$ cat src/rtl/im2col_spc_regintfc_responder.sv
// Register-interface target for the im2col SPC: a bank of byte-strobed 32-bit registers
// answered with a programmable wait, exported to downstream accelerator logic.

package im2col_spc_regintfc_pkg;

  typedef struct packed {
    logic        valid;
    logic        write;
    logic [3:0]  wstrb;
    logic [31:0] addr;
    logic [31:0] wdata;
  } reg_req_t;

  typedef struct packed {
    logic        ready;
    logic        error;
    logic [31:0] rdata;
  } reg_rsp_t;

endpackage

module im2col_spc_regintfc_responder
  import im2col_spc_regintfc_pkg::*;
#(
  parameter int unsigned NUM_REGS    = 8,
  parameter int unsigned WAIT_CYCLES = 1
) (
  input  logic                     clk_i,
  input  logic                     rst_i,
  input  reg_req_t                 reg_req_i,
  output reg_rsp_t                 reg_rsp_o,
  output logic [NUM_REGS*32-1:0]   regs_o,
  output logic [NUM_REGS-1:0]      wr_pulse_o,
  output logic                     busy_o
);

  localparam int unsigned IDX_W = (NUM_REGS > 1) ? $clog2(NUM_REGS) : 1;
  localparam int unsigned CNT_W = 4;
  localparam logic [CNT_W-1:0] CNT_LOAD = CNT_W'((WAIT_CYCLES > 0) ? WAIT_CYCLES - 1 : 0);

  typedef enum logic [1:0] {
    ST_IDLE,
    ST_WAIT,
    ST_RESP
  } state_e;

  state_e                 state_q, state_d;
  logic [CNT_W-1:0]       cnt_q, cnt_d;
  logic                   wr_q, wr_d;
  logic                   err_q, err_d;
  logic [3:0]             strb_q, strb_d;
  logic [IDX_W-1:0]       idx_q, idx_d;
  logic [31:0]            wdata_q, wdata_d;
  logic [NUM_REGS*32-1:0] regs_q;

  reg_rsp_t               rsp_d;
  logic [NUM_REGS-1:0]    pulse_d;
  logic                   busy_d;
  logic                   apply_wr;
  logic                   req_err;
  logic [IDX_W-1:0]       req_idx;

  // Misaligned or beyond the last register
  assign req_err = (reg_req_i.addr[1:0] != 2'b00) || (reg_req_i.addr[31:2] >= 30'(NUM_REGS));
  assign req_idx = reg_req_i.addr[IDX_W+1:2];

  assign regs_o = regs_q;

  // Next state, latched request and response generation
  always_comb begin
    state_d  = state_q;
    cnt_d    = cnt_q;
    wr_d     = wr_q;
    err_d    = err_q;
    strb_d   = strb_q;
    idx_d    = idx_q;
    wdata_d  = wdata_q;
    rsp_d    = '0;
    pulse_d  = '0;
    apply_wr = 1'b0;
    busy_d   = 1'b0;

    unique case (state_q)
      ST_IDLE: begin
        if (reg_req_i.valid) begin
          wr_d    = reg_req_i.write;
          err_d   = req_err;
          strb_d  = reg_req_i.wstrb;
          idx_d   = req_idx;
          wdata_d = reg_req_i.wdata;
          cnt_d   = CNT_LOAD;
          state_d = (WAIT_CYCLES > 0) ? ST_WAIT : ST_RESP;
        end
      end
      ST_WAIT: begin
        if (cnt_q == '0) begin
          state_d = ST_RESP;
        end else begin
          cnt_d = cnt_q - 1'b1;
        end
      end
      ST_RESP: begin
        state_d = ST_IDLE;
        if (wr_q && !err_q) begin
          apply_wr       = 1'b1;
          pulse_d[idx_q] = 1'b1;
        end
      end
      default: state_d = ST_IDLE;
    endcase

    // Response is registered on entry to RESP; idx_d/err_d/wr_d hold the transaction there
    if (state_d == ST_RESP) begin
      rsp_d.ready = 1'b1;
      rsp_d.error = err_d;
      if (!wr_d && !err_d) begin
        rsp_d.rdata = regs_q[{idx_d, 5'd0} +: 32];
      end
    end
    busy_d = (state_d != ST_IDLE);
  end

  always_ff @(posedge clk_i) begin
    if (rst_i) begin
      state_q    <= ST_IDLE;
      cnt_q      <= '0;
      wr_q       <= 1'b0;
      err_q      <= 1'b0;
      strb_q     <= '0;
      idx_q      <= '0;
      wdata_q    <= '0;
      regs_q     <= '0;
      reg_rsp_o  <= '0;
      wr_pulse_o <= '0;
      busy_o     <= 1'b0;
    end else begin
      state_q    <= state_d;
      cnt_q      <= cnt_d;
      wr_q       <= wr_d;
      err_q      <= err_d;
      strb_q     <= strb_d;
      idx_q      <= idx_d;
      wdata_q    <= wdata_d;
      reg_rsp_o  <= rsp_d;
      wr_pulse_o <= pulse_d;
      busy_o     <= busy_d;
      // Write lands at the edge closing RESP
      if (apply_wr) begin
        for (int b = 0; b < 4; b++) begin
          if (strb_q[b]) begin
            regs_q[{idx_q, 2'(b), 3'd0} +: 8] <= wdata_q[8*b +: 8];
          end
        end
      end
    end
  end

endmodule

$ cat config.mk
export PLATFORM = sky130hd
export DESIGN_NAME = im2col_spc_regintfc_responder
export DESIGN_NICKNAME = d
export VERILOG_FILES = /design/src/rtl/im2col_spc_regintfc_responder.sv
export SDC_FILE = /design/constraint.sdc
export NUM_CORES = 1
export LEC_CHECK = 0
export BUFFER_PORTS_ARGS = -buffer_cell sky130_fd_sc_hd__buf_4
export CORE_UTILIZATION = 39
export CTS_BUF_LIST = sky130_fd_sc_hd__clkbuf_8
export DETAILED_ROUTE_END_ITERATION = 7
export PLACE_DENSITY_LB_ADDON = 0.25
export SYNTH_ARGS = -nofsm -noshare
export SYNTH_HDL_FRONTEND = slang
export SYNTH_SLANG_ARGS = --single-unit
$ cat constraint.sdc
create_clock -name clk_i -period 2.69 [get_ports clk_i]
set_input_delay 0.807 -clock clk_i [delete_from_list [all_inputs] [get_ports clk_i]]
set_output_delay 0.807 -clock clk_i [all_outputs]
set_load 0.005 [all_outputs]
==> impl_metrics.csv <==
group,metric,value,unit
yosys,yosys_warnings,0,
layout,drive_gt1_share,26.08,%
routing,drtPass1Iterations,6,
global_route,overflow,0,
global_route,grtUsageTotal,28.66,%
yosys,synth_fp_nets,1892,
clock_tree,cts_root_buf,"clkbuf_8",
floorplanning,ioPinCount,371,
layout,antenna_cells,0,
yosys,netlist_area,14620,µm²
floorplanning,rows,70,
routing,routedWlPerCell,21.26,µm
place,portBuffers,370,
clock_tree,cts_setup_buffers,0,
sta,maxSlewHeadroom,48.10,%
yosys,synth_cells,1812,
setup_path,r2r_start,"idx_q[0]",
routing,drtAntennaViolNets,0,
floorplanning,die_y,195.6,µm
place,place_hpwl,39.56,mm
setup_path,rr_worst_depth,7,
yosys,ys_top_cells_by_count,"nand2_1, dfxtp_1, a21oi_1",
sta,post-route-min-period,2409,ps
sta,fin_tns_setup,0,ps
yosys,ys_ff_latch,346,
place,dp_slack,-79.15,ps
sta,fin_ws,280.9,ps
layout,fillers,3568,
routing,vias_per_cell,5.616,
power_and_ir_drop,switching_power,2.982,mW
setup_path,r2r-end,"regs_o[67]",
layout,area_growth,31.13,%
yosys,synth.avg_cell_area,8.067,µm²
job,maxCapViolCount,0,
clock_tree,numCtsBuffers,57,
worst_hold_path,holdCritPathClass,"in -> reg",
clock_tree,cts_tree,"built",
clock_tree,hold_buffers,0,
global_route,grt_max_degree,149,
clock_tree,h-tree-depth,2,
global_route,grt_pass1_vias,14090,
clock_tree,cts.sinks,346,
setup_path,path_max_fanout,8,
clock_tree,postCtsResizedCells,0,
power_and_ir_drop,power.total,11.09,mW
power_and_ir_drop,power_density,578.5,nW/µm²
yosys,netlist.top_cell.by_area,"dfxtp_1",
yosys,synth_top_area_share,47.39,%
sta,maxSlewViolCount,0,
setup_path,crit_required,3180,ps
sta,clock.fmax,0.4151,GHz
worst_hold_path,min_path_cells,3,
layout,fin_nets,2222,
sta,skew,26.13,ps
power_and_ir_drop,power_frac_comb,9.6,%
floorplanning,die_x,195.6,µm
yosys,synth-edff-count,0,
sta,finalHoldViolations,0,
power_and_ir_drop,power_frac_seq,47.8,%
sta,whs,404.5,ps
power_and_ir_drop,power.leakage,7.423,nW
routing,drc,0,
worst_hold_path,min_to,"wdata_q[30]",
outcome,status,"finished clean",
yosys,synth_area_leaders,"dfxtp_1, a21oi_1, nand2_1",
power_and_ir_drop,switching_share,26.90,%
sta,tightestPinTransition,778.5,ps
clock_tree,insertion_delay,650,ps
setup_path,critPathCaptureType,"flop",
routing,drt_iter0_drc,1441,
yosys,synthArstFlopShare,0,%
routing,vias,14900,
sta,setup_viol,0,
floorplanning,start_util,39.73,%
yosys,synthFlopType,"dfxtp_1",
setup_path,crit_type,"reg -> reg",
place,gp_congestion,0.9001,
setup_path,crit_arrival,2900,ps
floorplanning,dieArea,38260,µm²
power_and_ir_drop,p_int,8.106,mW
setup_path,startpoint_type,"flop",
clock_tree,clock_path_buffers,3,
sta,rsz0062_at_grt,"false",
power_and_ir_drop,ir_drop,301.7,µV
sta,period_share,89.56,%
power_and_ir_drop,clockPowerShare,42.6,%
clock_tree,clk_pin_slew,60,ps
floorplanning,core_area,36790,µm²
yosys,yosysSeqAreaShare,47.39,%
setup_path,r2r_setup_slack,280,ps
worst_hold_path,hold_start,"reg_req_i[30]",
global_route,grt_pass1_wl,84.26,mm
yosys,ys_types,49,
routing,drt-total-wl,56.43,mm
yosys,post-synth-top-count-cell,"nand2_1",
global_route,antenna_found_initial,0,
[power by group through the flow]
stage / Sequential [mW] / Clock, mW / Combinational [mW]
3_5_place_dp: 5.40 / 0 / 1.05
6_report: 5.30 / 4.73 / 1.06
3_3_place_gp: 5.40 / 0 / 1.04
4_1_cts: 5.29 / 4.82 / 1.06
5_1_grt: 5.30 / 5.03 / 1.14
2_1_floorplan: 5.31 / 0 / 0.696
[layout make-up]
cell class / instances / area [µm²] / share of cell area [%]
Inverter: 6 / 22.52 / 0.1175
Clock inverter: 29 / 156.4 / 0.8160
Timing Repair Buffer: 429 / 3378 / 17.63
Multi-Input combinational cell: 1302 / 7079 / 36.93
Tap cell: 468 / 585.6 / 3.055
Sequential cell: 346 / 6927 / 36.14
Clock buffer: 74 / 1018 / 5.314
[worst max-delay path, stage by stage, from the launching register on]
cell and delay [ps]:
dfxtp_1 320, inv_1 60, ha_1 220, ha_1 310, nand2b_1 320, or3_1 710
mux2i_1 280, nor2_1 50
[flip-flops by register name, summed over array words and instances (netlist names)]
| signal | cells |
|---|---|
| wdata_q | 32 |
| idx_q | 3 |
| wr_pulse_o | 8 |
| state_q | 2 |
| err_q | 1 |
| wr_q | 1 |
| strb_q | 4 |
| cnt_q | 4 |
| regs_o | 256 |
| reg_rsp_o | 34 |
| busy_o | 1 |
[cells by family after synthesis]
logic type               share of synthesized area, %
adder cells (fa/ha/maj)                        0.6848
flip-flops                                      47.39
XOR/XNOR                                       0.1199
buffers and inverters                           4.777
AO/OA/AOI/OAI                                   19.29
AND/OR/NAND/NOR                                 23.50
multiplexers                                    4.246
[routing by layer]
layer / global-route usage (%) / wire [µm] / vias to the layer above
met3: 4.352 / 4601 / 136
met1: 37.72 / 23490 / 7026
met5: 0 / 0 / -
met4: 13.91 / 2282 / 0
li1: - / - / 6944
met2: 45.86 / 26050 / 798
[metrics by stage]
step / instance area [µm²] / utilization, % / cells
5_1_grt: 19170 / 52.11 / 2654
6_report: 19170 / 52.11 / 2654
2_1_floorplan: 14620 / - / 1812
3_5_place_dp: 17990 / 48.91 / 2551
3_3_place_gp: 17990 / 48.91 / 2551
4_1_cts: 19170 / 52.11 / 2654
[worst max path at each step]
| stage | depth (start not counted) | slack [ps] | end | start |
|---|---|---|---|---|
| finish | 7 | 280 | regs_o[67] | idx_q[0] |
| global route | 6 | 90 | regs_o[175] | state_q[0] |
| CTS | 6 | 280 | regs_o[223] | state_q[0] |
| detailed placement | 7 | -80 | reg_rsp_o[18] | reg_req_i[69] |
| global placement | 8 | -0.4 | reg_rsp_o[23] | reg_req_i[69] |
| floorplan | 8 | 240 | regs_o[192] | idx_q[0] |
[layout by cell type, fill, tap and decap left out, types with 2 or more instances in the layout]
cell type,netlist,final
mux2i_1,58,57
clkinvlp_4,0,4
nand4_1,3,3
o21ai_0,8,8
a2111oi_2,32,32
a21o_1,32,32
nor3_1,7,7
a32o_1,32,32
ha_1,8,8
nand2b_1,2,2
inv_1,6,25
nor4_1,7,7
nand3_1,204,204
nor3_4,2,3
buf_12,0,12
nor2b_1,7,7
clkinv_2,0,5
nor2_2,1,2
mux2i_4,0,2
buf_4,5,416
nor2_4,0,3
nor2_1,91,87
and2_1,3,3
nand2_1,436,436
clkbuf_8,0,74
a21oi_1,337,337
dfxtp_1,346,346
and3_1,6,6
No activity file was read; power rests on OpenSTA's default activity.
